[src/rtl/uart_tx_ctrl_if.sv]
// Handshake and baud-generator signals around the UART transmit frame sequencer.
// master: CPU-side register interface plus the baud generator; slave: uart_tx_ctrl.
interface uart_tx_ctrl_if #(
  parameter int unsigned DATA_BITS = 8
) ();

  logic [DATA_BITS-1:0] tx_data;
  logic                 tx_valid;
  logic                 tx_ready;
  logic                 parity_odd;
  logic                 baud_tick;
  logic                 baud_en;
  logic                 tx_out;
  logic                 tx_busy;
  logic                 tx_done;

  modport master (
    output tx_data,
    output tx_valid,
    output parity_odd,
    output baud_tick,
    input  tx_ready,
    input  baud_en,
    input  tx_out,
    input  tx_busy,
    input  tx_done
  );

  modport slave (
    input  tx_data,
    input  tx_valid,
    input  parity_odd,
    input  baud_tick,
    output tx_ready,
    output baud_en,
    output tx_out,
    output tx_busy,
    output tx_done
  );

endinterface

[src/rtl/uart_tx_ctrl.sv]
// UART transmit frame sequencer: start, DATA_BITS data (LSB first), optional parity, stop bits.
// Define UART_TX_PARITY_EN to insert a parity bit after the data bits.
module uart_tx_ctrl #(
  parameter int unsigned DATA_BITS = 8,
  parameter int unsigned STOP_BITS = 1
) (
  input logic           clock,
  input logic           reset,
  uart_tx_ctrl_if.slave bus
);

  localparam int unsigned CntW = (DATA_BITS > 1) ? $clog2(DATA_BITS) : 1;
  localparam logic [CntW-1:0] LastBit = CntW'(DATA_BITS - 1);
  localparam logic StopLast = 1'(STOP_BITS - 1);

`ifdef UART_TX_PARITY_EN
  typedef enum logic [2:0] {StIdle, StStart, StData, StParity, StStop} state_e;
`else
  typedef enum logic [2:0] {StIdle, StStart, StData, StStop} state_e;
`endif

  state_e               state_q;
  logic [DATA_BITS-1:0] shift_q;
  logic [CntW-1:0]      bit_cnt_q;
  logic                 stop_cnt_q;
  logic                 tx_out_q;
  logic                 baud_en_q;
  logic                 tx_busy_q;
  logic                 tx_done_q;

`ifdef UART_TX_PARITY_EN
  // Parity taken from the accepted byte, since the shift register is consumed during DATA.
  logic                 parity_q;
`else
  logic                 unused_parity_odd;
  assign unused_parity_odd = bus.parity_odd;
`endif

  always_ff @(posedge clock or posedge reset) begin
    if (reset) begin
      state_q    <= StIdle;
      shift_q    <= '0;
      bit_cnt_q  <= '0;
      stop_cnt_q <= 1'b0;
      tx_out_q   <= 1'b1;
      baud_en_q  <= 1'b0;
      tx_busy_q  <= 1'b0;
      tx_done_q  <= 1'b0;
`ifdef UART_TX_PARITY_EN
      parity_q   <= 1'b0;
`endif
    end else begin
      tx_done_q <= 1'b0;
      unique case (state_q)
        StIdle: begin
          // baud_tick is ignored here, including one coincident with the accept edge.
          if (bus.tx_valid) begin
            shift_q   <= bus.tx_data;
            state_q   <= StStart;
            tx_out_q  <= 1'b0;
            baud_en_q <= 1'b1;
            tx_busy_q <= 1'b1;
`ifdef UART_TX_PARITY_EN
            parity_q  <= (^bus.tx_data) ^ bus.parity_odd;
`endif
          end
        end
        StStart: begin
          if (bus.baud_tick) begin
            state_q   <= StData;
            tx_out_q  <= shift_q[0];
            bit_cnt_q <= '0;
          end
        end
        StData: begin
          if (bus.baud_tick) begin
            if (bit_cnt_q == LastBit) begin
`ifdef UART_TX_PARITY_EN
              state_q    <= StParity;
              tx_out_q   <= parity_q;
`else
              state_q    <= StStop;
              tx_out_q   <= 1'b1;
              stop_cnt_q <= 1'b0;
`endif
            end else begin
              shift_q   <= shift_q >> 1;
              tx_out_q  <= shift_q[1];
              bit_cnt_q <= bit_cnt_q + 1'b1;
            end
          end
        end
`ifdef UART_TX_PARITY_EN
        StParity: begin
          if (bus.baud_tick) begin
            state_q    <= StStop;
            tx_out_q   <= 1'b1;
            stop_cnt_q <= 1'b0;
          end
        end
`endif
        StStop: begin
          tx_out_q <= 1'b1;
          if (bus.baud_tick) begin
            if (stop_cnt_q == StopLast) begin
              state_q   <= StIdle;
              baud_en_q <= 1'b0;
              tx_busy_q <= 1'b0;
              tx_done_q <= 1'b1;
            end else begin
              stop_cnt_q <= 1'b1;
            end
          end
        end
        default: begin
          state_q   <= StIdle;
          tx_out_q  <= 1'b1;
          baud_en_q <= 1'b0;
          tx_busy_q <= 1'b0;
        end
      endcase
    end
  end

  assign bus.tx_ready = (state_q == StIdle);
  assign bus.baud_en  = baud_en_q;
  assign bus.tx_out   = tx_out_q;
  assign bus.tx_busy  = tx_busy_q;
  assign bus.tx_done  = tx_done_q;

  // The generator enable must track the frame exactly; done only ever fires on return to idle.
  assert property (@(posedge clock) disable iff (reset) baud_en_q == tx_busy_q);
  assert property (@(posedge clock) disable iff (reset) tx_done_q |-> (state_q == StIdle));

endmodule
[src/flat_wrapper.sv]
// flat-port wrapper written by rule: the top's interface ports become plain ports
module uart_tx_ctrl_flat 
#(
  parameter int unsigned DATA_BITS = 8,
  parameter int unsigned STOP_BITS = 1
)
  (clock, reset, bus_tx_data, bus_tx_valid, bus_parity_odd, bus_baud_tick, bus_tx_ready, bus_baud_en, bus_tx_out, bus_tx_busy, bus_tx_done);
  uart_tx_ctrl_if #(.DATA_BITS(DATA_BITS)) bus_i ();
  input logic clock;
  input logic reset;
  input wire logic [$bits(bus_i.tx_data)-1:0] bus_tx_data;
  input wire logic [$bits(bus_i.tx_valid)-1:0] bus_tx_valid;
  input wire logic [$bits(bus_i.parity_odd)-1:0] bus_parity_odd;
  input wire logic [$bits(bus_i.baud_tick)-1:0] bus_baud_tick;
  output wire logic [$bits(bus_i.tx_ready)-1:0] bus_tx_ready;
  output wire logic [$bits(bus_i.baud_en)-1:0] bus_baud_en;
  output wire logic [$bits(bus_i.tx_out)-1:0] bus_tx_out;
  output wire logic [$bits(bus_i.tx_busy)-1:0] bus_tx_busy;
  output wire logic [$bits(bus_i.tx_done)-1:0] bus_tx_done;
  assign bus_i.tx_data = bus_tx_data;
  assign bus_i.tx_valid = bus_tx_valid;
  assign bus_i.parity_odd = bus_parity_odd;
  assign bus_i.baud_tick = bus_baud_tick;
  assign bus_tx_ready = bus_i.tx_ready;
  assign bus_baud_en = bus_i.baud_en;
  assign bus_tx_out = bus_i.tx_out;
  assign bus_tx_busy = bus_i.tx_busy;
  assign bus_tx_done = bus_i.tx_done;
  uart_tx_ctrl #(.DATA_BITS(DATA_BITS), .STOP_BITS(STOP_BITS)) u_core (.clock(clock), .reset(reset), .bus(bus_i));
endmodule
[config.mk]
export PLATFORM = sky130hd
export DESIGN_NAME = uart_tx_ctrl_flat
export DESIGN_NICKNAME = d
export VERILOG_FILES = /design/src/rtl/uart_tx_ctrl_if.sv /design/src/rtl/uart_tx_ctrl.sv /design/src/flat_wrapper.sv
export SDC_FILE = /design/constraint.sdc
export NUM_CORES = 1
export LEC_CHECK = 0
export BUFFER_PORTS_ARGS = -buffer_cell sky130_fd_sc_hd__buf_2
export CORE_MARGIN = 2
export CORE_UTILIZATION = 52
export CTS_CLUSTER_DIAMETER = 120
export CTS_CLUSTER_SIZE = 25
export DETAILED_ROUTE_END_ITERATION = 8
export PLACE_DENSITY = 0.78
export RECOVER_POWER = 100
export SETUP_SLACK_MARGIN = 0.1
export SYNTH_ARGS = -nofsm -noshare
export SYNTH_HDL_FRONTEND = slang
export SYNTH_SLANG_ARGS = --single-unit
[constraint.sdc]
create_clock -name clock -period 2.4 [get_ports clock]
set_input_delay 0.24 -clock clock [delete_from_list [all_inputs] [get_ports clock]]
set_output_delay 0.24 -clock clock [all_outputs]
set_load 0.01 [all_outputs]
== After elaboration in Yosys (flattened, before gate mapping) ==
Index checks and enable logic that the tools add are counted.

* Register bits: 18
* Latch bits: 0
* Memory bits (writable): 0
* Bits in read-only memories: 0
* Memories kept: 0

* Add/sub/neg operators: 1
* Multiply operators: 0
* Div/mod/pow operators: 0
* Magnitude comparators: 0
* Equality and inequality tests: 11
* Shift operators: 0
* Muxes and demuxes: 32
* Bitwise logic cells: 1
* Reduce and logical (&&, ||, !) cells: 11

{| class="wikitable"
|+ Operators by type and width
! kind !! count
|-
| two-way mux 3 bit || 9
|-
| two-way mux 8 bit || 3
|-
| case mux 8 bit (2 select lines) || 1
|-
| AND reduction 4 bit || 4
|-
| two-way mux 1 bit || 14
|-
| != test 2 bit, second input constant || 6
|-
| case mux 3 bit (4 select lines) || 1
|-
| equality test 3 x 2 -> 1 bit, second input constant || 2
|-
| case mux 1 bit (3 select lines) || 2
|-
| case mux 3 bit (2 select lines) || 1
|-
| AND reduction 6 bit || 1
|-
| nonzero test 2 bit || 3
|-
| adder 3 x 1 -> 3 bit, second input constant || 1
|-
| equality test 3 x 1 -> 1 bit, second input constant || 1
|-
| equality test 3 bit, second input constant || 1
|-
| logical NOT 3 bit || 1
|-
| AND reduction 3 bit || 1
|-
| != test 2 x 1 -> 1 bit, second input constant || 1
|-
| case mux 1 bit (2 select lines) || 1
|-
| OR reduction 2 bit || 1
|-
| NOT 1 bit || 1
|}

== Depth between registers and ports, before layout ==
* Depth in word-level cells: 4
* Mapped depth: 7
* Gate-level depth less buffers: 5

== Least setup slack after synthesis ==
No wires, ideal clock.

* Path type: register to register
* Start point: register u_core.bit_cnt_q[0]
* End point: register u_core.shift_q[0]
* Data arrival time: 1763 ps
* Data required time: 2275 ps
* Slack: 512 ps
* Stages on the path, launching flop included: 6
* Cells stage by stage: dfrtp_1 -> ha_1 -> ha_1 -> nand2b_1 -> a211oi_4 -> mux2_2

* Cells in the longest elaborated chain, start to end: 3

{| class="wikitable"
|+ Ends and longest elaborated chain
! what !! RTL line !! text
|-
| from (decl) || uart_tx_ctrl.sv:24 || <nowiki>logic [CntW-1:0] bit_cnt_q;</nowiki>
|-
| from (signal assigned) || uart_tx_ctrl.sv:89 || <nowiki>bit_cnt_q <= bit_cnt_q + 1'b1;</nowiki>
|-
| equality test 3 bit || uart_tx_ctrl.sv:77 || <nowiki>if (bit_cnt_q == LastBit) begin</nowiki>
|-
| != test 2 bit (no line) || n/a ||
|-
| AND reduction 4 bit (no line) || n/a ||
|-
| to (signal assigned) || uart_tx_ctrl.sv:58 || <nowiki>shift_q <= bus.tx_data;</nowiki>
|-
| to (signal assigned) || uart_tx_ctrl.sv:87 || <nowiki>shift_q <= shift_q >> 1;</nowiki>
|-
| to (decl) || uart_tx_ctrl.sv:23 || <nowiki>logic [DATA_BITS-1:0] shift_q;</nowiki>
|}

Every way passes these cells.
A chain may end at the register's enable or synchronous reset.

== Worst setup path after layout ==
* Start point: register u_core.bit_cnt_q[0]
* End point: register u_core.shift_q[1]

Same word-level chain as after synthesis.

==> results.md <==
* Static leakage at 0.464 nW
* Tot GR Track Use at 0.164
* Post-synth EDFFs at 0
* 1st-iter DRT viols at 2
* CTS Hold Buffers Added at 0
* Core Box Area at 1670 um^2
* ANT cells at 0
* Crit path kind: reg -> reg
* #FFs+latches synth at 16
* RSZ-0062 raised after global routing: no
* First-pass GRT wire length at roughly 2400 um
* Hold WC Path Type: in -> async
* Maxcap violations at 0
* Worst-Skew Late Latency at about 0.28 ns
* Post-CTS setup buffers at 0
* Fmax achieved at 0.478 GHz
* Worst r2r src: u_core.bit_cnt_q[0]
* Initial core utilization at 0.537
* Routed WL at 1460 um
* Crit path cell chain: ha_1 -> ha_1 -> nand2b_1 -> a211oi_4 -> mux2_2
* Vias per std cell at approximately 5.5
* Startpoint class of the critical path: register
* Run status: complete, but fails checks
* Vias in the first global route at 627
* Placement row count at 15
* Synth top area share at 0.418
* H-tree levels at 1
* Most instantiated cells after synthesis: dfrtp_1 (15), mux2_2 (13), ha_1 (7), o21ai_0 (6), inv_1 (5)
* Crit-path max cell delay at 0.48 ns
* Via Count at 620
* Sink Count at 16
* Power Density at approximately 1300 nW/um^2
* Most common cell in the synthesized netlist: dfrtp_1
* WL/cell at ~13 um
* Maximum buffer depth of the clock tree at 2
* Total negative slack at 0 ns
* Final setup viols at 0
* Synth cell types at 26
* Routed Antenna Nets at 0
* Crit path max fanout at 8
* Syn Nets at 97
* Initial antenna violation count at 0
* NumNets Final at 116
* First drt pass iteration count at 2
* Failing checks: negative hold slack
* Final period util at 0.871
* DRC viols at 0
* Top-Level Pins at 18
* CTS root buf: clkbuf_4
* Min Tclk post-route at 2.09 ns
* Share of cells above drive strength 1 at 0.326
* Count of final hold-check violations at 3
* Number of gates resized after CTS at 0
* Area grow syn2layout at 13.5%
* Crit path buffers/inverters at 0
* Min setup slack post-route at between 0.3 and 0.4 ns
* Main synth FF type: dfrtp_1
* Buffers on Ports at 16
* Most used cell, CP: ha_1
* Largest net degree at the start of global routing at 17
* Crit. End Element: register
* Clk_skew at 0.00752 ns
* Synth warn at 0
* Hold WS at -0.000969 ns
* Dpl ws at roughly 0.3 ns
* Synth area leader: dfrtp_1
* Crit. Startpoint: u_core.bit_cnt_q[0]
* TritonCTS clock tree: yes
* Seq/Total Area, Yosys at 0.448
* Cell count after synthesis at 77
* Top cells by area, synth: dfrtp_1 (42%), mux2_2 (16%), ha_1 (9.8%)
* Slowest stage cell, crit path: a211oi_4
* Total CTS buffers at 3
* Worst-path clk slew at about 0.10 ns
* Crit path max-delay family: compound AO/OA/AOI/OAI gates
* Async set-reset flop share out of synthesis at 1.00
* Syn avg cell area at 11.7 um^2
* Worst EP arrival at 2.26 ns
* Die height at about 46 um
* Fin. max-slew vios at 0
* VDD IR max at 0.704 mV
* HPWL after DPL at 1130 um
* Die area at 2070 um^2
* Synthesized area at 897 um^2
* Die width at 45.5 um
* Gpl congestion at 0.767
* Rel. slew slack at 0.613
* Worst Tran Pin Value at 0.580 ns
* GR Overflow Total at 0
* CP required at 2.57 ns
cell families (layout without fill, tap and decap cells):
logic type | Yosys count | in the layout | share of synthesized area
buffers and inverters | 8 | 26 | 0.0405
AOI/OAI and AO/OA | 18 | 18 | 0.146
DFF | 16 | 16 | 0.448
and+or+nand+nor | 13 | 13 | 0.0795
adders and majority gates | 7 | 7 | 0.0976
muxes | 15 | 15 | 0.188
worst register-to-register path: stages (launching register included):
cell      delay [ns]
dfrtp_1         0.42
ha_1            0.21
ha_1            0.26
nand2b_1        0.23
a211oi_4        0.48
mux2_2          0.39
sequential cells by signal (all words and copies together), names as in the netlist:
register	cells
u_core.bus.tx_out	1
u_core.shift_q	8
u_core.bit_cnt_q	3
u_core.state_q	2
u_core.bus.tx_done	1
u_core.bus.baud_en	1
metrics by stage:
stage	cells	area, um^2	power [W]	utilization
CTS	112	1020	0.00139	0.613
detailed placement	108	988	0.00121	0.592
floorplan	77	897	0.00106	-
global route	112	1020	0.00147	0.610
global placement	108	988	0.00118	0.592
finish	112	1020	0.00136	0.610
cells in the final DEF (no fill, tap or decap), types with 2 or more instances in the layout:
cell type	instances
inv_1	5
clkbuf_4	3
nor2b_1	3
dfrtp_1	15
buf_2	11
a22oi_1	2
clkbuf_1	5
nand2b_1	2
a21oi_1	3
mux2_1	2
nand2_1	3
mux2_2	13
ha_1	7
o21ai_0	6
worst paths after layout:
| check | depth (start not counted) | endpoint | slack, ns |
|---|---|---|---|
| worst min-delay path | 2 | u_core.bit_cnt_q[2] | -0.001 |
| worst min register to register | 1 | u_core.shift_q[6] | 0.49 |
| max in group asynchronous | 2 | u_core.shift_q[6] | 2.02 |
| min in group clock | 3 | u_core.shift_q[7] | 0.25 |
| worst max-delay path | 5 | u_core.shift_q[1] | 0.31 |
| worst max register to register | 5 | u_core.shift_q[1] | 0.31 |
power breakdown:
| group | switching, W | internal [W] |
|---|---|---|
| clock | 0.0000815 | 0.0000922 |
| sequential | 0.0000808 | 0.000411 |
| combinational | 0.000337 | 0.000360 |
per-layer routing:
metal	vias up	wire [um]	track usage
li1	308	-	-
met1	302	608	0.191
met2	8	801	0.285
met3	2	33	0.0238
met4	0	12	0.0882
met5	-	0	0
cell type report:
cell class	instances	area (um^2)
Inverter	5	18.8
Tap cell	17	21.3
Sequential cell	16	402
Fill cell	148	652
Timing Repair Buffer	17	81.3
Clock buffer	4	36.3
Multi-Input combinational cell	53	459
No activity file was read; power rests on OpenSTA's default activity.
